[src/rtl/hazard_ctrl_pkg.sv]
// Shared types and constants for the pipeline hazard/sequencing controller.
// The RegDst codes must stay in step with the datapath's write-back select encoding.
package hazard_ctrl_pkg;

  localparam logic [1:0] REGDST_FROM_ALU = 2'd0;
  localparam logic [1:0] REGDST_FROM_MEM = 2'd1;
  localparam logic [1:0] REGDST_FROM_PC  = 2'd2;

  typedef enum logic [1:0] {
    HC_RUN      = 2'd0,
    HC_MEM_WAIT = 2'd1,
    HC_DRAIN    = 2'd2,
    HC_HALTED   = 2'd3
  } hc_state_e;

  typedef struct packed {
    logic pc_wr_en;
    logic pc_sel_redirect;
    logic ifid_wr_en;
    logic ifid_flush;
    logic idex_wr_en;
    logic idex_bubble;
    logic exmem_wr_en;
    logic memwb_bubble;
  } hc_ctrl_t;

  localparam hc_ctrl_t CTRL_IDLE     = hc_ctrl_t'(8'b0000_0000);
  localparam hc_ctrl_t CTRL_RUN      = hc_ctrl_t'(8'b1010_1010);
  localparam hc_ctrl_t CTRL_FREEZE   = hc_ctrl_t'(8'b0000_0001);
  localparam hc_ctrl_t CTRL_REDIRECT = hc_ctrl_t'(8'b1111_1110);
  localparam hc_ctrl_t CTRL_STALL    = hc_ctrl_t'(8'b0000_1110);
  localparam hc_ctrl_t CTRL_DRAIN    = hc_ctrl_t'(8'b0011_1010);

endpackage

[src/rtl/hazard_ctrl_if.sv]
// Pipeline <-> hazard controller bundle: hazard sources in, stage enables and counters out.
// master = pipeline side, slave = controller side.
interface hazard_ctrl_if #(
  parameter int CNT_W = 32
);
  logic [4:0]       id_rs1;
  logic [4:0]       id_rs2;
  logic             id_use_rs1;
  logic             id_use_rs2;
  logic             ex_valid;
  logic             ex_regwr;
  logic [1:0]       ex_regdst;
  logic [4:0]       ex_rd;
  logic             ex_redirect;
  logic             dmem_busy;
  logic             halt_req;
  logic             resume;

  logic             pc_wr_en;
  logic             pc_sel_redirect;
  logic             ifid_wr_en;
  logic             ifid_flush;
  logic             idex_wr_en;
  logic             idex_bubble;
  logic             exmem_wr_en;
  logic             memwb_bubble;
  logic             halted;
  logic             err_timeout;
  logic [CNT_W-1:0] stall_cnt;
  logic [CNT_W-1:0] flush_cnt;

  modport master (
    output id_rs1, id_rs2, id_use_rs1, id_use_rs2, ex_valid, ex_regwr, ex_regdst,
           ex_rd, ex_redirect, dmem_busy, halt_req, resume,
    input  pc_wr_en, pc_sel_redirect, ifid_wr_en, ifid_flush, idex_wr_en, idex_bubble,
           exmem_wr_en, memwb_bubble, halted, err_timeout, stall_cnt, flush_cnt
  );

  modport slave (
    input  id_rs1, id_rs2, id_use_rs1, id_use_rs2, ex_valid, ex_regwr, ex_regdst,
           ex_rd, ex_redirect, dmem_busy, halt_req, resume,
    output pc_wr_en, pc_sel_redirect, ifid_wr_en, ifid_flush, idex_wr_en, idex_bubble,
           exmem_wr_en, memwb_bubble, halted, err_timeout, stall_cnt, flush_cnt
  );
endinterface

[src/rtl/hazard_ctrl_detect.sv]
// Load-use detector: a load in EX whose result the ID instruction needs cannot be
// forwarded in time, so the consumer must wait one cycle.
module hazard_detect
  import hazard_ctrl_pkg::*;
(
  input  logic       i_ex_valid,
  input  logic       i_ex_regwr,
  input  logic [1:0] i_ex_regdst,
  input  logic [4:0] i_ex_rd,
  input  logic [4:0] i_id_rs1,
  input  logic [4:0] i_id_rs2,
  input  logic       i_id_use_rs1,
  input  logic       i_id_use_rs2,
  output logic       o_load_use
);
  logic w_ex_load;
  logic w_src_hit;

  // r0 is hardwired zero, so a load targeting it never creates a dependency
  assign w_ex_load  = i_ex_valid & i_ex_regwr & (i_ex_regdst == REGDST_FROM_MEM) & (i_ex_rd != 5'd0);
  assign w_src_hit  = (i_id_use_rs1 & (i_ex_rd == i_id_rs1)) | (i_id_use_rs2 & (i_ex_rd == i_id_rs2));
  assign o_load_use = w_ex_load & w_src_hit;
endmodule

[src/rtl/hazard_ctrl.sv]
// Pipeline sequencing controller: stall/flush/bubble generation, data-memory wait
// freeze, halt/drain/resume FSM and perf counters. Controls are same-cycle combinational.
module hazard_ctrl
  import hazard_ctrl_pkg::*;
#(
  parameter int DRAIN_CYCLES = 3,
  parameter int MAX_WAIT     = 255,
  parameter int CNT_W        = 32
) (
  input logic         clk,
  input logic         rst_n,
  hazard_ctrl_if.slave bus
);
  localparam int WAIT_W  = $clog2(MAX_WAIT + 2);
  localparam int DRAIN_W = (DRAIN_CYCLES > 1) ? $clog2(DRAIN_CYCLES) : 1;
  localparam logic [WAIT_W-1:0]  WAIT_LIMIT = WAIT_W'(MAX_WAIT);
  localparam logic [DRAIN_W-1:0] DRAIN_LAST = DRAIN_W'(DRAIN_CYCLES - 1);

  hc_state_e          r_state, w_state_next, r_ret, w_ret_next, w_eval_state;
  logic [WAIT_W-1:0]  r_wait_cnt, w_wait_next;
  logic [DRAIN_W-1:0] r_drain_cnt, w_drain_next;
  logic               r_err, w_err_next;
  logic [CNT_W-1:0]   r_stall_cnt, w_stall_next, r_flush_cnt, w_flush_next;
  hc_ctrl_t           w_ctrl, w_ctrl_out;
  logic               w_load_use;

  hazard_detect u_detect (
    .i_ex_valid   (bus.ex_valid),
    .i_ex_regwr   (bus.ex_regwr),
    .i_ex_regdst  (bus.ex_regdst),
    .i_ex_rd      (bus.ex_rd),
    .i_id_rs1     (bus.id_rs1),
    .i_id_rs2     (bus.id_rs2),
    .i_id_use_rs1 (bus.id_use_rs1),
    .i_id_use_rs2 (bus.id_use_rs2),
    .o_load_use   (w_load_use)
  );

  always_ff @(posedge clk or negedge rst_n) begin
    if (!rst_n) begin
      r_state     <= HC_RUN;
      r_ret       <= HC_RUN;
      r_wait_cnt  <= '0;
      r_drain_cnt <= '0;
      r_err       <= 1'b0;
      r_stall_cnt <= '0;
      r_flush_cnt <= '0;
    end else begin
      r_state     <= w_state_next;
      r_ret       <= w_ret_next;
      r_wait_cnt  <= w_wait_next;
      r_drain_cnt <= w_drain_next;
      r_err       <= w_err_next;
      r_stall_cnt <= w_stall_next;
      r_flush_cnt <= w_flush_next;
    end
  end

  always_comb begin
    w_ctrl       = CTRL_RUN;
    w_state_next = r_state;
    w_ret_next   = r_ret;
    w_wait_next  = r_wait_cnt;
    w_drain_next = r_drain_cnt;
    w_err_next   = r_err;
    w_stall_next = r_stall_cnt;
    w_flush_next = r_flush_cnt;
    w_eval_state = r_state;

    // Memory wait ending: the saved state's rules apply in this very cycle
    if (r_state == HC_MEM_WAIT && !bus.dmem_busy) begin
      w_eval_state = r_ret;
      w_state_next = r_ret;
    end

    case (w_eval_state)
      HC_RUN: begin
        if (bus.dmem_busy) begin
          w_ctrl       = CTRL_FREEZE;
          w_state_next = HC_MEM_WAIT;
          w_ret_next   = HC_RUN;
          w_wait_next  = WAIT_W'(1);
          if (WAIT_W'(1) >= WAIT_LIMIT) w_err_next = 1'b1;
        end else if (bus.ex_redirect) begin
          w_ctrl       = CTRL_REDIRECT;
          w_flush_next = r_flush_cnt + CNT_W'(1);
        end else if (w_load_use) begin
          w_ctrl       = CTRL_STALL;
          w_stall_next = r_stall_cnt + CNT_W'(1);
        end else if (bus.halt_req) begin
          w_ctrl       = CTRL_DRAIN;
          w_state_next = HC_DRAIN;
          w_drain_next = '0;
        end
      end
      HC_MEM_WAIT: begin
        w_ctrl = CTRL_FREEZE;
        if (r_wait_cnt != '1) w_wait_next = r_wait_cnt + WAIT_W'(1);
        if (w_wait_next >= WAIT_LIMIT) w_err_next = 1'b1;
      end
      HC_DRAIN: begin
        if (bus.dmem_busy) begin
          w_ctrl       = CTRL_FREEZE;
          w_state_next = HC_MEM_WAIT;
          w_ret_next   = HC_DRAIN;
          w_wait_next  = WAIT_W'(1);
          if (WAIT_W'(1) >= WAIT_LIMIT) w_err_next = 1'b1;
        end else begin
          w_ctrl = CTRL_DRAIN;
          if (r_drain_cnt == DRAIN_LAST) w_state_next = HC_HALTED;
          else                           w_drain_next = r_drain_cnt + DRAIN_W'(1);
        end
      end
      HC_HALTED: begin
        w_ctrl = CTRL_IDLE;
        if (bus.resume) w_state_next = HC_RUN;
      end
      default: w_state_next = HC_RUN;
    endcase
  end

  assign w_ctrl_out = rst_n ? w_ctrl : CTRL_IDLE;

  assign bus.pc_wr_en        = w_ctrl_out.pc_wr_en;
  assign bus.pc_sel_redirect = w_ctrl_out.pc_sel_redirect;
  assign bus.ifid_wr_en      = w_ctrl_out.ifid_wr_en;
  assign bus.ifid_flush      = w_ctrl_out.ifid_flush;
  assign bus.idex_wr_en      = w_ctrl_out.idex_wr_en;
  assign bus.idex_bubble     = w_ctrl_out.idex_bubble;
  assign bus.exmem_wr_en     = w_ctrl_out.exmem_wr_en;
  assign bus.memwb_bubble    = w_ctrl_out.memwb_bubble;
  assign bus.halted          = (r_state == HC_HALTED);
  assign bus.err_timeout     = r_err;
  assign bus.stall_cnt       = r_stall_cnt;
  assign bus.flush_cnt       = r_flush_cnt;
endmodule
[src/flat_wrapper.sv]
// flat-port wrapper written by rule: the top's interface ports become plain ports
module hazard_ctrl_flat import hazard_ctrl_pkg::*;
#(
  parameter int DRAIN_CYCLES = 3,
  parameter int MAX_WAIT     = 255,
  parameter int CNT_W        = 32
)
  (clk, rst_n, bus_id_rs1, bus_id_rs2, bus_id_use_rs1, bus_id_use_rs2, bus_ex_valid, bus_ex_regwr, bus_ex_regdst, bus_ex_rd, bus_ex_redirect, bus_dmem_busy, bus_halt_req, bus_resume, bus_pc_wr_en, bus_pc_sel_redirect, bus_ifid_wr_en, bus_ifid_flush, bus_idex_wr_en, bus_idex_bubble, bus_exmem_wr_en, bus_memwb_bubble, bus_halted, bus_err_timeout, bus_stall_cnt, bus_flush_cnt);
  hazard_ctrl_if #(.CNT_W(CNT_W)) bus_i ();
  input logic clk;
  input logic rst_n;
  input wire logic [$bits(bus_i.id_rs1)-1:0] bus_id_rs1;
  input wire logic [$bits(bus_i.id_rs2)-1:0] bus_id_rs2;
  input wire logic [$bits(bus_i.id_use_rs1)-1:0] bus_id_use_rs1;
  input wire logic [$bits(bus_i.id_use_rs2)-1:0] bus_id_use_rs2;
  input wire logic [$bits(bus_i.ex_valid)-1:0] bus_ex_valid;
  input wire logic [$bits(bus_i.ex_regwr)-1:0] bus_ex_regwr;
  input wire logic [$bits(bus_i.ex_regdst)-1:0] bus_ex_regdst;
  input wire logic [$bits(bus_i.ex_rd)-1:0] bus_ex_rd;
  input wire logic [$bits(bus_i.ex_redirect)-1:0] bus_ex_redirect;
  input wire logic [$bits(bus_i.dmem_busy)-1:0] bus_dmem_busy;
  input wire logic [$bits(bus_i.halt_req)-1:0] bus_halt_req;
  input wire logic [$bits(bus_i.resume)-1:0] bus_resume;
  output wire logic [$bits(bus_i.pc_wr_en)-1:0] bus_pc_wr_en;
  output wire logic [$bits(bus_i.pc_sel_redirect)-1:0] bus_pc_sel_redirect;
  output wire logic [$bits(bus_i.ifid_wr_en)-1:0] bus_ifid_wr_en;
  output wire logic [$bits(bus_i.ifid_flush)-1:0] bus_ifid_flush;
  output wire logic [$bits(bus_i.idex_wr_en)-1:0] bus_idex_wr_en;
  output wire logic [$bits(bus_i.idex_bubble)-1:0] bus_idex_bubble;
  output wire logic [$bits(bus_i.exmem_wr_en)-1:0] bus_exmem_wr_en;
  output wire logic [$bits(bus_i.memwb_bubble)-1:0] bus_memwb_bubble;
  output wire logic [$bits(bus_i.halted)-1:0] bus_halted;
  output wire logic [$bits(bus_i.err_timeout)-1:0] bus_err_timeout;
  output wire logic [$bits(bus_i.stall_cnt)-1:0] bus_stall_cnt;
  output wire logic [$bits(bus_i.flush_cnt)-1:0] bus_flush_cnt;
  assign bus_i.id_rs1 = bus_id_rs1;
  assign bus_i.id_rs2 = bus_id_rs2;
  assign bus_i.id_use_rs1 = bus_id_use_rs1;
  assign bus_i.id_use_rs2 = bus_id_use_rs2;
  assign bus_i.ex_valid = bus_ex_valid;
  assign bus_i.ex_regwr = bus_ex_regwr;
  assign bus_i.ex_regdst = bus_ex_regdst;
  assign bus_i.ex_rd = bus_ex_rd;
  assign bus_i.ex_redirect = bus_ex_redirect;
  assign bus_i.dmem_busy = bus_dmem_busy;
  assign bus_i.halt_req = bus_halt_req;
  assign bus_i.resume = bus_resume;
  assign bus_pc_wr_en = bus_i.pc_wr_en;
  assign bus_pc_sel_redirect = bus_i.pc_sel_redirect;
  assign bus_ifid_wr_en = bus_i.ifid_wr_en;
  assign bus_ifid_flush = bus_i.ifid_flush;
  assign bus_idex_wr_en = bus_i.idex_wr_en;
  assign bus_idex_bubble = bus_i.idex_bubble;
  assign bus_exmem_wr_en = bus_i.exmem_wr_en;
  assign bus_memwb_bubble = bus_i.memwb_bubble;
  assign bus_halted = bus_i.halted;
  assign bus_err_timeout = bus_i.err_timeout;
  assign bus_stall_cnt = bus_i.stall_cnt;
  assign bus_flush_cnt = bus_i.flush_cnt;
  hazard_ctrl #(.DRAIN_CYCLES(DRAIN_CYCLES), .MAX_WAIT(MAX_WAIT), .CNT_W(CNT_W)) u_core (.clk(clk), .rst_n(rst_n), .bus(bus_i));
endmodule
[config.mk]
export PLATFORM = sky130hd
export DESIGN_NAME = hazard_ctrl_flat
export DESIGN_NICKNAME = d
export VERILOG_FILES = /design/src/rtl/hazard_ctrl_pkg.sv /design/src/rtl/hazard_ctrl_if.sv /design/src/rtl/hazard_ctrl_detect.sv /design/src/rtl/hazard_ctrl.sv /design/src/flat_wrapper.sv
export SDC_FILE = /design/constraint.sdc
export NUM_CORES = 1
export LEC_CHECK = 0
export CAP_MARGIN = 20
export CORE_ASPECT_RATIO = 0.6
export CORE_MARGIN = 2
export CORE_UTILIZATION = 35
export CTS_CLUSTER_SIZE = 28
export DETAILED_ROUTE_END_ITERATION = 8
export PLACE_DENSITY = 0.68
export SYNTH_ARGS = -nofsm -noshare
export SYNTH_HDL_FRONTEND = slang
export SYNTH_HIERARCHICAL = 1
export SYNTH_SLANG_ARGS = --single-unit
[constraint.sdc]
create_clock -name clk -period 2 [get_ports clk]
set_clock_uncertainty 0.15 [all_clocks]
set_input_delay 0.2 -clock clk [delete_from_list [all_inputs] [get_ports clk]]
set_output_delay 0.2 -clock clk [all_outputs]
set_load 0.05 [all_outputs]
### Word-level counts from Yosys, hierarchy flattened

Index checks and enable logic that the tools add are counted.

| storage, ports and cells | value |
|---|---|
| register bits after elaboration | 80 |
| latch bits | 0 |
| memory bits (writable) | 0 |
| ROM bits | 0 |
| bits of input ports | 27 |
| memories kept | 0 |

| cells by class | value |
|---|---|
| $add $sub $neg | 4 |
| multiply operators | 0 |
| div/mod/pow operators | 0 |
| order comparisons | 1 |
| equality and inequality tests | 19 |
| shift operators | 0 |
| mux-type cells | 30 |
| bitwise logic cells | 9 |
| reduce and logical (&&, ||, !) cells | 13 |

Operators by type and width:

| operator | count |
|---|---|
| $add A32 B1 Y32 const B | 2 |
| $mux W8 | 5 |
| $mux W2 | 16 |
| $pmux W8 S4 | 1 |
| $mux W9 | 3 |
| $pmux W9 S2 | 1 |
| $ne A2 B2 Y1 const B | 8 |
| $eq A5 B5 Y1 | 2 |
| $add A9 B1 Y9 const B | 1 |
| $ge A9 B8 Y1 const B | 1 |
| $ne A9 B9 Y1 const B | 1 |
| $eq A2 B2 Y1 const B | 4 |
| $pmux W2 S2 | 2 |
| $reduce_and A7 Y1 | 1 |
| $and A1 B1 Y1 | 6 |
| $eq A2 B1 Y1 const B | 3 |
| $mux W6 | 1 |
| $pmux W2 S3 | 1 |
| $reduce_and A3 Y1 | 2 |
| $reduce_bool A5 Y1 | 1 |
| $reduce_and A2 Y1 | 2 |
| $reduce_and A4 Y1 | 1 |
| $reduce_bool A2 Y1 | 2 |
| $add A2 B1 Y2 const B | 1 |
| other kinds (7) | 8 |

### Logic depth before layout (Yosys ltp)

| depth | value |
|---|---|
| depth in word-level cells | 9 |
| mapped depth | 9 |
| mapped depth without buffers | 8 |

### Cells and area by module

Netlist, hierarchy kept.

Modules (own cells, without submodules):

| module | times used | cells each | area an instance (µm²) | seq. area each (µm²) |
|---|---|---|---|---|
| hazard_ctrl | 1 | 381 | 4040.1 | 1976.9 |
| hazard_detect | 1 | 18 | 142.6 | 0.0 |

### Worst setup path before layout

OpenSTA, ideal clock, no wires.

| timing | value |
|---|---|
| path kind | input -> register |
| start | input port bus_ex_rd[2] |
| end | register u_core.r_stall_cnt[12] (netlist: u_core/bus.stall_cnt[12]) |
| setup time | 0.142 ns |
| data arrival time | 1.946 ns |
| required time | 1.708 ns |
| path slack | -0.237 ns |
| cell stages on the path | 9 |
| path buffers | 1 |
| cell sequence | xor2_1 > nor4_1 > nand3_1 > a221oi_2 > nand2b_1 > nor4_4 > buf_6 > nand3_2 > xnor2_1 |

| on the way | value |
|---|---|
| cells in the longest elaborated chain, start to end | 5 |

RTL lines:

| what | RTL line | text |
|---|---|---|
| from (decl) | flat_wrapper.sv:19 | `input wire logic [$bits(bus_i.ex_rd)-1:0] bus_ex_rd;` |
| $eq A5 B5 Y1 | hazard_ctrl_detect.sv:21 | `assign w_src_hit = (i_id_use_rs1 & (i_ex_rd == i_id_rs1)) \| (i_id_use_rs2 & (i_ex_rd == i_id_rs2));` |
| $and A1 B1 Y1 | hazard_ctrl_detect.sv:21 |  |
| $or A1 B1 Y1 | hazard_ctrl_detect.sv:21 |  |
| $and A1 B1 Y1 * | hazard_ctrl_detect.sv:22 | `assign o_load_use = w_ex_load & w_src_hit;` |
| via u_core.w_load_use | hazard_ctrl.sv:25 | `logic w_load_use;` |
| $reduce_and A4 Y1 (no source line) * | -- |  |
| to (signal assigned) | hazard_ctrl.sv:54 | `r_stall_cnt <= w_stall_next;` |
| to (decl) | hazard_ctrl.sv:23 | `logic [CNT_W-1:0] r_stall_cnt, w_stall_next, r_flush_cnt, w_flush_next;` |

The timed path passes the listed nets; every way through them passes the cells marked *.
A chain may end at the register's enable or synchronous reset.

### Final worst setup path

| timing | value |
|---|---|
| start | input port bus_ex_rd[2] |
| end | output port bus_pc_wr_en |

| on the way | value |
|---|---|
| cells in the longest elaborated chain, start to end | 9 |

RTL lines:

| what | RTL line | text |
|---|---|---|
| $eq A5 B5 Y1 | hazard_ctrl_detect.sv:21 |  |
| $and A1 B1 Y1 | hazard_ctrl_detect.sv:21 |  |
| $or A1 B1 Y1 | hazard_ctrl_detect.sv:21 |  |
| $and A1 B1 Y1 * | hazard_ctrl_detect.sv:22 |  |
| via u_core.w_load_use | hazard_ctrl.sv:25 |  |
| $mux W8 * | hazard_ctrl.sv:87 | `end else if (w_load_use) begin` |
| $mux W8 * | hazard_ctrl.sv:84 | `end else if (bus.ex_redirect) begin` |
| $mux W8 * | hazard_ctrl.sv:78 | `if (bus.dmem_busy) begin` |
| $pmux W8 S4 * | hazard_ctrl.sv:76 | `case (w_eval_state)` |
| $mux W8 * | hazard_ctrl.sv:122 | `assign w_ctrl_out = rst_n ? w_ctrl : CTRL_IDLE;` |
| to (decl) | flat_wrapper.sv:24 | `output wire logic [$bits(bus_i.pc_wr_en)-1:0] bus_pc_wr_en;` |

Marks and branches as above.

==> results.sh <==
export IMPL_grt_overflow_total=0
export IMPL_async_reset_ff_share_pct=100
export IMPL_numCtsBuffers=9
export IMPL_design_core_area_mm2=0.0115
export IMPL_place_hpwl_um=7500
export IMPL_switching_power_mw=1.62
export IMPL_clk_pin_slew_worst_paths_ns=0.06
export IMPL_grt_max_degree=41
export IMPL_numPortBuffers=100
export IMPL_grt_pass1_wl_um=17000
export IMPL_grt_pass1_vias=3370
export IMPL_ys_ff_latch=79
export IMPL_period_needed_ns=2.07
export IMPL_max_slew_worst_pin_slew_ns=0.519
export IMPL_yosysSeqAreaShare_pct=47.3
export IMPL_p_leak_nw=2.70
export IMPL_dr_total_vias=3483
export IMPL_crit_type="in -> out"
export IMPL_swShare_pct=33.8
export IMPL_fp_dieW_um=145
export IMPL_synth_xor_area_share_pct=15.3
export IMPL_die_area_mm2=0.0129
export IMPL_p_clk_share_pct=32.8
export IMPL_syn_avg_cell_area_um2=10.5
export IMPL_wire_per_inst_um=14.9
export IMPL_setup_viol=2
export IMPL_clock_sink_count=79
export IMPL_synth_area_leaders="dfrtp_1 47%, xnor2_1 13%, nand4_1 5.2%, nand3_1 2.9%, xor2_1 2.7%"
export IMPL_drt_initial_drc_count=190
export IMPL_synth_top_family_by_area="simple AND/OR/NAND/NOR gates"
export IMPL_ys_warn_count=6
export IMPL_final_cells=692
export IMPL_rsz0062_at_grt="true"
export IMPL_diodes=0
export IMPL_violations="negative setup slack"
export IMPL_htreeDepth=3
export IMPL_setup_worst_path_start_class="input port"
export IMPL_maxSlewHeadroom_pct=65.4
export IMPL_slew_violations=0
export IMPL_drt_antenna_violating_nets=0
export IMPL_power_density_mw_per_mm2=808
export IMPL_die_height_um=88.7
export IMPL_cp_end_kind="output port"
export IMPL_routed_via_density=5.03
export IMPL_power_frac_seq_pct=38.7
export IMPL_firstDrtPassIters=4
export IMPL_dpl_worst_slack_ns=-0.907
export IMPL_top_usage_layer="met2"
export IMPL_wl_um=10300
export IMPL_fmax_mhz=484
export IMPL_setup_slack_ns=-0.0677
export IMPL_power_mw=4.79
export IMPL_comb_power_share_pct=28.5
export IMPL_synth_distinct_cells=45
export IMPL_hp_class="reg -> reg"
export IMPL_synth_edf_count=0
export IMPL_max_cap_viol_count=0
export IMPL_synth_cells=399
export IMPL_grtUsageMet2_pct=25.3
export IMPL_cp_data_required_time_ns=1.65
export IMPL_drcViolationCount=0
export IMPL_worstSkewPairLatency_ns=0.34
export IMPL_num_nets_final=558
export IMPL_synth_compound_area_share_pct=7.09
export IMPL_post_place_cells=674
export IMPL_met1_usage_pct=22.9
export IMPL_ios=101
export IMPL_synth_top_cell_area_share_pct=47.3
export IMPL_cts_buffer_depth=2
export IMPL_drive_above_1_share_pct=23.7
export IMPL_arrival_ns=1.72
export IMPL_synthesis_nets=430
export IMPL_rows=30
export IMPL_status="finished, violations left"
export IMPL_final_core_util_pct=51.6
export IMPL_area_growth_pct=41.8
export IMPL_synthAdderAreaFrac_pct=1.20
export IMPL_gp_congestion=0.846
export IMPL_intPower_mw=3.17
export IMPL_hold_violations=0
export IMPL_synthSimpleGateAreaFrac_pct=23.8
export IMPL_vdd_ir_drop_worst_v=0.000781
export IMPL_start_util_pct=36.4
export IMPL_synth_mux_area_share_pct=1.59
export IMPL_crit_fanout=4
export IMPL_yosysTopAreaCell="dfrtp_1"
export IMPL_fin_crit_sh_pct=103
export IMPL_synth_ff_type="dfrtp_1"
export IMPL_met3_usage_pct=5.36
export IMPL_cts_root_buf="clkbuf_16"
export IMPL_grt_total_usage_pct=16.7
export IMPL_syn_area_mm2=0.00418
export IMPL_cts_tree="yes"
export IMPL_antenna_found_initial=0
==> worst paths after layout <==
kind | cells after the start | startpoint | end | slack [ns]
min reg2reg | 1 | u_core/bus.stall_cnt[31]$_DFFE_PN0P_ | u_core/bus.stall_cnt[31]$_DFFE_PN0P_ | 0.32
max reg2reg | 7 | u_core/r_state[0]$_DFF_PN0_ | u_core/bus.flush_cnt[9]$_DFFE_PN0P_ | 0.10
min in group asynchronous | 3 | rst_n | u_core/r_state[1]$_DFF_PN0_ | 0.36
max in group asynchronous | 3 | rst_n | u_core/bus.flush_cnt[6]$_DFFE_PN0P_ | 0.96
min | 1 | u_core/bus.stall_cnt[31]$_DFFE_PN0P_ | u_core/bus.stall_cnt[31]$_DFFE_PN0P_ | 0.32
max | 9 | bus_ex_rd[2] | bus_pc_wr_en | -0.07
==> worst max-delay path: stages <==
cell and delay (ns):
clkbuf_2 0.10, xor2_1 0.15, nor4_1 0.27, nand3_1 0.12, a221oi_2 0.28, buf_4 0.19, nor2_2 0.04, o211a_1 0.21
buf_6 0.15
==> repair_timing <==
action                     4_1_cts  5_1_grt
pin swaps                       17        7
hold buffers                     1        0
hold endpoints to repair        79        0
cloned                           0        0
buffers inserted                 1        1
gates resized for setup         66       15
setup endpoints to repair       41       51
==> Yosys cell counts, types with 3 or more instances <==
library cell and n:
ha_1 4, nand3b_1 3, a21oi_1 11, buf_6 4, nor4_4 3, o21ai_0 6, mux2_2 5, a211oi_1 4
inv_1 12, a31oi_1 5, nand3_1 24, nor2_1 13, nand2b_1 6, buf_4 3, nand3_2 3, nand2_1 27
and4_1 8, and2_1 4, nand4b_1 3, nand4_1 35, nor3_1 6, buf_2 3, clkbuf_1 7, xnor2_1 60
xor2_1 13, dfrtp_1 79, and3_1 17, nor4_1 9
==> power by group through the flow <==
stage / logic [mW] / registers (mW) / clock network [mW]
after floorplan: 0.585 / 2.09 / 0
after global placement: 1.30 / 1.87 / 0
after detailed placement: 1.33 / 1.88 / 0
after CTS: 1.36 / 1.85 / 1.63
after global routing: 1.47 / 1.88 / 1.69
final: 1.37 / 1.85 / 1.57
==> logic make-up (layout without fill, tap and decap cells) <==
kind of cell / Yosys count / after routing
xor gates and xnor gates: 73 / 73
AOI/OAI and AO/OA: 42 / 42
buffers and inverters: 30 / 163
DFF: 79 / 79
and+or+nand+nor: 165 / 165
muxes: 6 / 6
adders and majority gates: 4 / 4
==> per-stage QoR <==
step	cell area [um2]	hold WS [ns]	TNS (ns)
after floorplan	4210	-0.246	-4.02
after global placement	5580	0.194	-26.69
after detailed placement	5580	0.207	-31.13
after CTS	5900	0.325	-0.245
after global routing	5930	0.347	-2.02
final	5930	0.321	-0.0713
==> metal layers <==
layer / wire length, um / share of wire [%] / vias up
li1: - / - / 1701
met1: 4910 / 48 / 1665
met2: 4630 / 45 / 109
met3: 662 / 6.4 / 8
met4: 103 / 1.0 / 0
met5: 0 / 0 / -
==> layout by cell type, fill, tap and decap left out, drive strengths merged, types with 2 or more instances in the layout <==
master,instances
dfrtp,79
buf,71
xnor2,60
clkdlybuf4s50,49
nand4,35
nand2,27
nand3,27
and3,17
inv,17
xor2,13
nor2,13
nor4,12
a21oi,11
clkbuf,11
dlymetal6s2s,9
and4,8
nor3,7
o21ai,6
nand2b,6
a31oi,5
mux2,5
and2,4
ha,4
a211oi,4
dlygate4sd2,3
nand3b,3
nand4b,3
clkinv,2
o211a,2
nor2b,2
o31ai,2
o21a,2
a211o,2
a41oi,2
==> registers in the layout, indices dropped and copies added, names as in the netlist <==
name                    flops
u_core/bus.flush_cnt       32
u_core/bus.stall_cnt       32
u_core/r_ret                1
u_core/bus.err_timeout      1
u_core/r_state              2
u_core/r_wait_cnt           9
u_core/r_drain_cnt          2
==> cell type report <==
cell class	instances	area, um2
Clock buffer	9	225
Clock inverter	7	61.3
Fill cell	1034	5550
Inverter	12	45.0
Multi-Input combinational cell	290	2110
Sequential cell	79	1990
Tap cell	160	200
Timing Repair Buffer	135	1300
No activity file was read; power rests on OpenSTA's default activity.
